[src/rtl/data_mem_arb_pkg.sv]
// rtl/data_mem_arb_pkg.sv - funct3 constants, arbiter state type and access-checking helpers
package data_mem_arb_pkg;

    localparam logic [2:0] F3_LB  = 3'b000;
    localparam logic [2:0] F3_LH  = 3'b001;
    localparam logic [2:0] F3_LW  = 3'b010;
    localparam logic [2:0] F3_LBU = 3'b100;
    localparam logic [2:0] F3_LHU = 3'b101;
    localparam logic [2:0] F3_SB  = 3'b000;
    localparam logic [2:0] F3_SH  = 3'b001;
    localparam logic [2:0] F3_SW  = 3'b010;

    typedef enum logic [1:0] {
        IDLE    = 2'd0,
        SERVE_I = 2'd1,
        SERVE_D = 2'd2
    } arb_state_t;

    function automatic logic f3_valid(input logic [2:0] f3, input logic we);
        logic ok;
        if (we) begin
            ok = (f3 == F3_SB) || (f3 == F3_SH) || (f3 == F3_SW);
        end else begin
            ok = (f3 == F3_LB) || (f3 == F3_LH) || (f3 == F3_LW) ||
                 (f3 == F3_LBU) || (f3 == F3_LHU);
        end
        return ok;
    endfunction

    // Size lives in funct3[1:0]: 01 halfword, 10 word.
    function automatic logic f3_misaligned(input logic [2:0] f3, input logic [1:0] addr_lo);
        logic mis;
        case (f3[1:0])
            2'b01:   mis = addr_lo[0];
            2'b10:   mis = (addr_lo != 2'b00);
            default: mis = 1'b0;
        endcase
        return mis;
    endfunction

endpackage

[src/rtl/data_mem_port_arbiter_streak.sv]
// rtl/data_mem_port_arbiter_streak.sv - saturating D-grant streak counter with clear and limit compare
module arb_streak_ctr #(
    parameter int MAX = 3
) (
    input  logic i_clk,
    input  logic i_rst,
    input  logic i_inc,
    input  logic i_clr,
    output logic o_sat
);

    logic [3:0] r_count;

    always_ff @(posedge i_clk or posedge i_rst) begin
        if (i_rst) begin
            r_count <= 4'd0;
        end else if (i_clr) begin
            r_count <= 4'd0;
        end else if (i_inc && (r_count != 4'(MAX))) begin
            r_count <= r_count + 4'd1;
        end
    end

    assign o_sat = (r_count == 4'(MAX));

endmodule

[src/rtl/data_mem_port_arbiter.sv]
// rtl/data_mem_port_arbiter.sv - shares one data-memory port between fetch and load/store
// Optional DATA_MEM_ARB_MISALIGN_EN adds o_d_misalign and suppresses misaligned D accesses.
module data_mem_port_arbiter
    import data_mem_arb_pkg::*;
#(
    parameter int ADDR_W       = 8,
    parameter int MAX_D_STREAK = 3
) (
    input  logic              i_clk,
    input  logic              i_rst,
    input  logic              i_if_req,
    input  logic [ADDR_W-1:0] i_if_addr,
    output logic              o_if_gnt,
    output logic              o_if_rvalid,
    output logic [31:0]       o_if_rdata,
    input  logic              i_d_req,
    input  logic              i_d_we,
    input  logic [2:0]        i_d_funct3,
    input  logic [ADDR_W-1:0] i_d_addr,
    input  logic [31:0]       i_d_wdata,
    output logic              o_d_gnt,
    output logic              o_d_rvalid,
    output logic [31:0]       o_d_rdata,
    output logic              o_mem_read,
    output logic              o_mem_write,
    output logic [ADDR_W-1:0] o_mem_addr,
    output logic [2:0]        o_mem_funct3,
    output logic [31:0]       o_mem_wdata,
    input  logic [31:0]       i_mem_rdata
`ifdef DATA_MEM_ARB_MISALIGN_EN
    ,
    output logic              o_d_misalign
`endif
);

    arb_state_t  r_state;
    arb_state_t  w_next_state;
    logic        w_sat;
    logic        w_d_win;
    logic        w_if_win;
    logic        w_d_valid;
    logic        w_d_access;
    logic [31:0] r_if_rdata;
    logic [31:0] r_d_rdata;

    // D keeps priority until it has won MAX_D_STREAK times in a row against a waiting fetch.
    assign w_d_win  = !i_rst && i_d_req && !(i_if_req && w_sat);
    assign w_if_win = !i_rst && i_if_req && !w_d_win;

    assign w_d_valid = f3_valid(i_d_funct3, i_d_we);

`ifdef DATA_MEM_ARB_MISALIGN_EN
    logic w_d_misal;
    logic r_d_misalign;

    assign w_d_misal  = w_d_valid && f3_misaligned(i_d_funct3, i_d_addr[1:0]);
    assign w_d_access = w_d_valid && !w_d_misal;

    always_ff @(posedge i_clk or posedge i_rst) begin
        if (i_rst) begin
            r_d_misalign <= 1'b0;
        end else begin
            r_d_misalign <= w_d_win && w_d_misal;
        end
    end

    assign o_d_misalign = r_d_misalign;
`else
    assign w_d_access = w_d_valid;
`endif

    arb_streak_ctr #(
        .MAX (MAX_D_STREAK)
    ) u_streak (
        .i_clk (i_clk),
        .i_rst (i_rst),
        .i_inc (w_d_win && i_if_req),
        .i_clr (w_if_win || !i_if_req),
        .o_sat (w_sat)
    );

    always_comb begin
        o_mem_read   = 1'b0;
        o_mem_write  = 1'b0;
        o_mem_addr   = '0;
        o_mem_funct3 = 3'b000;
        o_mem_wdata  = 32'd0;
        if (w_d_win) begin
            o_mem_read   = !i_d_we && w_d_access;
            o_mem_write  = i_d_we && w_d_access;
            o_mem_addr   = i_d_addr;
            o_mem_funct3 = i_d_funct3;
            o_mem_wdata  = i_d_wdata;
        end else if (w_if_win) begin
            o_mem_read   = 1'b1;
            o_mem_addr   = i_if_addr;
            o_mem_funct3 = F3_LW;
        end
    end

    assign o_if_gnt = w_if_win;
    assign o_d_gnt  = w_d_win;

    // State records who owned the port last cycle, which is exactly who gets a response now.
    always_ff @(posedge i_clk or posedge i_rst) begin
        if (i_rst) begin
            r_state <= IDLE;
        end else begin
            r_state <= w_next_state;
        end
    end

    always_comb begin
        w_next_state = IDLE;
        if (w_d_win) begin
            w_next_state = SERVE_D;
        end else if (w_if_win) begin
            w_next_state = SERVE_I;
        end
    end

    always_comb begin
        o_if_rvalid = 1'b0;
        o_d_rvalid  = 1'b0;
        case (r_state)
            SERVE_I: o_if_rvalid = 1'b1;
            SERVE_D: o_d_rvalid  = 1'b1;
            default: ;
        endcase
    end

    always_ff @(posedge i_clk or posedge i_rst) begin
        if (i_rst) begin
            r_if_rdata <= 32'd0;
            r_d_rdata  <= 32'd0;
        end else begin
            if (w_if_win) begin
                r_if_rdata <= i_mem_rdata;
            end
            if (w_d_win) begin
                r_d_rdata <= (!i_d_we && w_d_access) ? i_mem_rdata : 32'd0;
            end
        end
    end

    assign o_if_rdata = r_if_rdata;
    assign o_d_rdata  = r_d_rdata;

endmodule

[config.mk]
export PLATFORM = sky130hd
export DESIGN_NAME = data_mem_port_arbiter
export DESIGN_NICKNAME = d
export VERILOG_FILES = /design/src/rtl/data_mem_arb_pkg.sv /design/src/rtl/data_mem_port_arbiter_streak.sv /design/src/rtl/data_mem_port_arbiter.sv
export SDC_FILE = /design/constraint.sdc
export NUM_CORES = 1
export LEC_CHECK = 0
export CAP_MARGIN = 20
export CORE_AREA = 2 2 95 97
export CTS_CLUSTER_SIZE = 40
export DETAILED_ROUTE_END_ITERATION = 10
export DIE_AREA = 0 0 97 99
export PLACE_DENSITY = 0.82
export SLEW_MARGIN = 20
export SYNTH_ARGS = -nofsm -noshare
export SYNTH_HDL_FRONTEND = slang
export SYNTH_SLANG_ARGS = --single-unit
[constraint.sdc]
create_clock -name i_clk -period 12.9 [get_ports i_clk]
set_clock_uncertainty 0.2 [all_clocks]
set_input_delay 2.58 -clock i_clk [delete_from_list [all_inputs] [get_ports i_clk]]
set_output_delay 2.58 -clock i_clk [all_outputs]
set_load 0.02 [all_outputs]
==> impl_results.md <==
- Vias in the first global route: roughly 2,900
- Worst rel slew slack: 30.02%
- Post-CTS setup buffer count: 0
- Yosys cell types: 29
- Delay of the slowest cell on the worst path: 920 ps
- Vias per inst: 4.847
- Layout Utilization: around two thirds
- Initial Util: between 40% and 50%
- Routed WL: 10,410 um
- Number of buffers created by CTS: 9
- Multi-input logic area: ~0.0016 mm^2
- Mux share of post-synthesis cell area: between 20% and 30%
- Hold_buf cts: 0
- Setup TNS: 0 ps
- Most used cell, CP: clkdlybuf4s50_1
- Buf/Inv on CP: 2
- Status: finished, final reports clean
- DR WL/cell: 18.33 um
- # fillers: 646
- Complex-gate fraction of the synthesized area: 4.364%
- Initial antenna violation count: 0
- Mapped Nets: 350
- Crit-path leading delay family: buffers and inverters
- Residual DRC: 0
- First-pass GRT wire length: 16,460 um
- Final ANT Viol Nets: 0
- Placement Setup Slack: 5005 ps
- Ant. Diodes: 0
- Simple logic cell fraction of the synthesized area: approximately 16%
- Critical Path RT: 10,120 ps
- CTS tree: built
- Crit path cell chain: clkdlybuf4s50_1, o211a_4, a22o_1, clkdlybuf4s50_1
- Max Cap Viol: 0
- FP Rows: 34
- Clk Latency, worst-skew pair: around 330 ps
- #FFs+latches synth: 70
- Die height: 99 um
- Fin crit share: 61.23%
- Final instance area: 0.005700 mm^2
- Detailed Routing Iterations Pass 1: 4
- Highest Clock Rate: 126.6 MHz
- Port Buffers: 200
- Critical Path Start Type: input pin
- Gr usage total: 21.65%
- Met2 Use GR: 37.13%
- WHS Path Cells: 1
- Cells after synthesis: around 260
- TritonCTS Sinks: 70
- CTS Root Cell: clkbuf_8
- Tmin final: 7899 ps
- Pin count of the biggest net entering global routing: 80
- Vias: 2,753
- Leak: 2.378 nW
- Chip Width: between 90 and 100 um
- Seq. cell area: between 0.0015 and 0.002 mm^2
- Final setup viols: 0
- First DRT Iteration DRCs: 90
- Worst IR Drop VDD: 64.36 uV
- Layout Area Growth over Synthesis: 64.30%
- Synthesized cell area: 0.003470 mm^2
- Final HPWL DP: 7533 um
- Register clock-pin slew on the reported worst setup and hold paths: 80 ps
- Syn Area/Cell: about 13 um^2
- Slew Viols, Final: 0
- PnR worst setup slack: about 5000 ps
- DIE AREA: 0.009603 mm^2
- RSZ-0062 raised after global routing: false
- Deepest clock path buffer count: 2
- IO Pins: 201
- Fraction of layout cells with a size suffix above 1: 19.13%
- Synth Warn #: 0
- Final RePlAce weighted congestion: 0.8593
- Gr busiest metal: met2
- Placed Area: 0.005503 mm^2
- Critical path type: input pin to output pin
- Crit end category: output pin
- Total Power: ~0.65 mW
- Met1 Use GR: about 28%
- GR Overflow Total: 0
- Final Hold Fails: 0
- Critical path arrival: 5120 ps
- Floorplan core area: 0.008551 mm^2
- Largest family of logic cells by synthesized area: multiplexers
- PD cells: 114.7 mW/mm^2
- Post-Synth XOR/XNOR Area: 0%
- Adder-cell share of the synthesized area: 0.3606%
- Crit path max fanout: 79
- Final nets: 544
- Slowest CP cell: o211a_4
- Worst Hold Class: flop to flop
- Met3 Use GR: 5.603%
- Worst-Margin Slew: 1050 ps
- Cell count along the critical path: 4
- Worst r2r path cells: 5
- Resized cells post-CTS: 0
- Register area share after synthesis: 50.49%
- CTS H-tree depth: 3
## layout make-up
| type | count | area share, % |
|---|---|---|
| inverter | 2 | 0.1317 |
| clock buffer | 9 | 2.173 |
| clock inverter | 7 | 1.295 |
| timing repair buffer | 204 | 35.65 |
| sequential | 70 | 30.73 |
| multi-input combinational | 168 | 27.66 |
| tap | 108 | 2.371 |
## per-layer routing
layer	routed length (um)	part of all wire [%]	up-vias
met4	44	0.42	0
met5	0	0	-
met1	4456	43	1332
met3	662	6.4	6
met2	5249	50	118
li1	-	-	1297
## Yosys cell counts
cell       n  area (um^2)
buf_1      1        3.750
o311ai_0   1        8.760
a21oi_1    2        10.01
a21o_1     2        15.01
ha_1       1        12.51
nand4_1    2        12.51
and2_1    35        219.0
a21oi_4    1        16.27
buf_6      7        78.83
a41oi_1    1        8.760
o21a_1     1        7.510
nor2b_1    4        25.02
nand3_1    3        15.01
mux2_2    32        360.4
or3b_4     1        11.26
and4b_1    1        10.01
a22o_1     8        70.07
dfrtp_1   70         1752
clkbuf_1   9        33.78
buf_4      2        15.01
nor3b_1   32        240.2
inv_1      2        7.510
mux2_4    32        480.5
nor2_1     3        11.26
o211a_1    1        10.01
nand2b_1   2        12.51
nand2_1    2        7.510
buf_2      2        10.01
o21ai_0    1        5.000
## logic make-up after synthesis
logic type      after synthesis
buf+inv                      23
flops                        70
mux                          64
simple gates                 85
fa+ha+maj                     1
compound gates               18
## stage by stage
| step | hold slack (ps) | cells |
|---|---|---|
| final | 309.4 | 568 |
| after CTS | 311.5 | 568 |
| after detailed placement | 294.7 | 552 |
| after global routing | 321.6 | 568 |
| after floorplan | 339.9 | 261 |
| after global placement | 290.2 | 552 |
## final timing paths
kind                                startpoint              to  slack, ps
hold reg to reg                  o_d_rdata[22]   o_d_rdata[22]        310
setup / recovery                       i_d_req   o_mem_addr[7]       5000
min in group asynchronous                i_rst   o_d_rdata[19]       2820
max in group asynchronous                i_rst    o_d_rdata[6]       9100
setup reg to reg           u_streak.r_count[0]  o_if_rdata[11]      10240
hold / removal                   o_d_rdata[22]   o_d_rdata[22]        310
## placed cells by master (no fill, tap or decap), drive strengths merged
cell,count
clkinv,4
a41oi,1
nand4,2
and2,35
nand3,3
clkdlybuf4s50,200
or3b,1
mux2,64
and4b,1
clkbuf,9
o21a,1
buf,4
bufinv,1
nor2b,4
o311ai,1
ha,1
a21oi,3
o21ai,1
dfrtp,70
a21o,2
inv,3
clkinvlp,1
nand2b,2
nor3b,32
nor2,3
nand2,2
a22o,8
o211a,1
## report_power, final
group | internal (mW) | switching, mW
Combinational | 0.119 | 0.0945
Sequential | 0.249 | 0.0163
Clock | 0.0900 | 0.0854
Total | 0.457 | 0.196
## flip-flops by register name, indices dropped and copies added (netlist names)
name              count
u_streak.r_count      4
r_state               2
o_if_rdata           32
o_d_rdata            32
(Power assumes the default switching activity.)
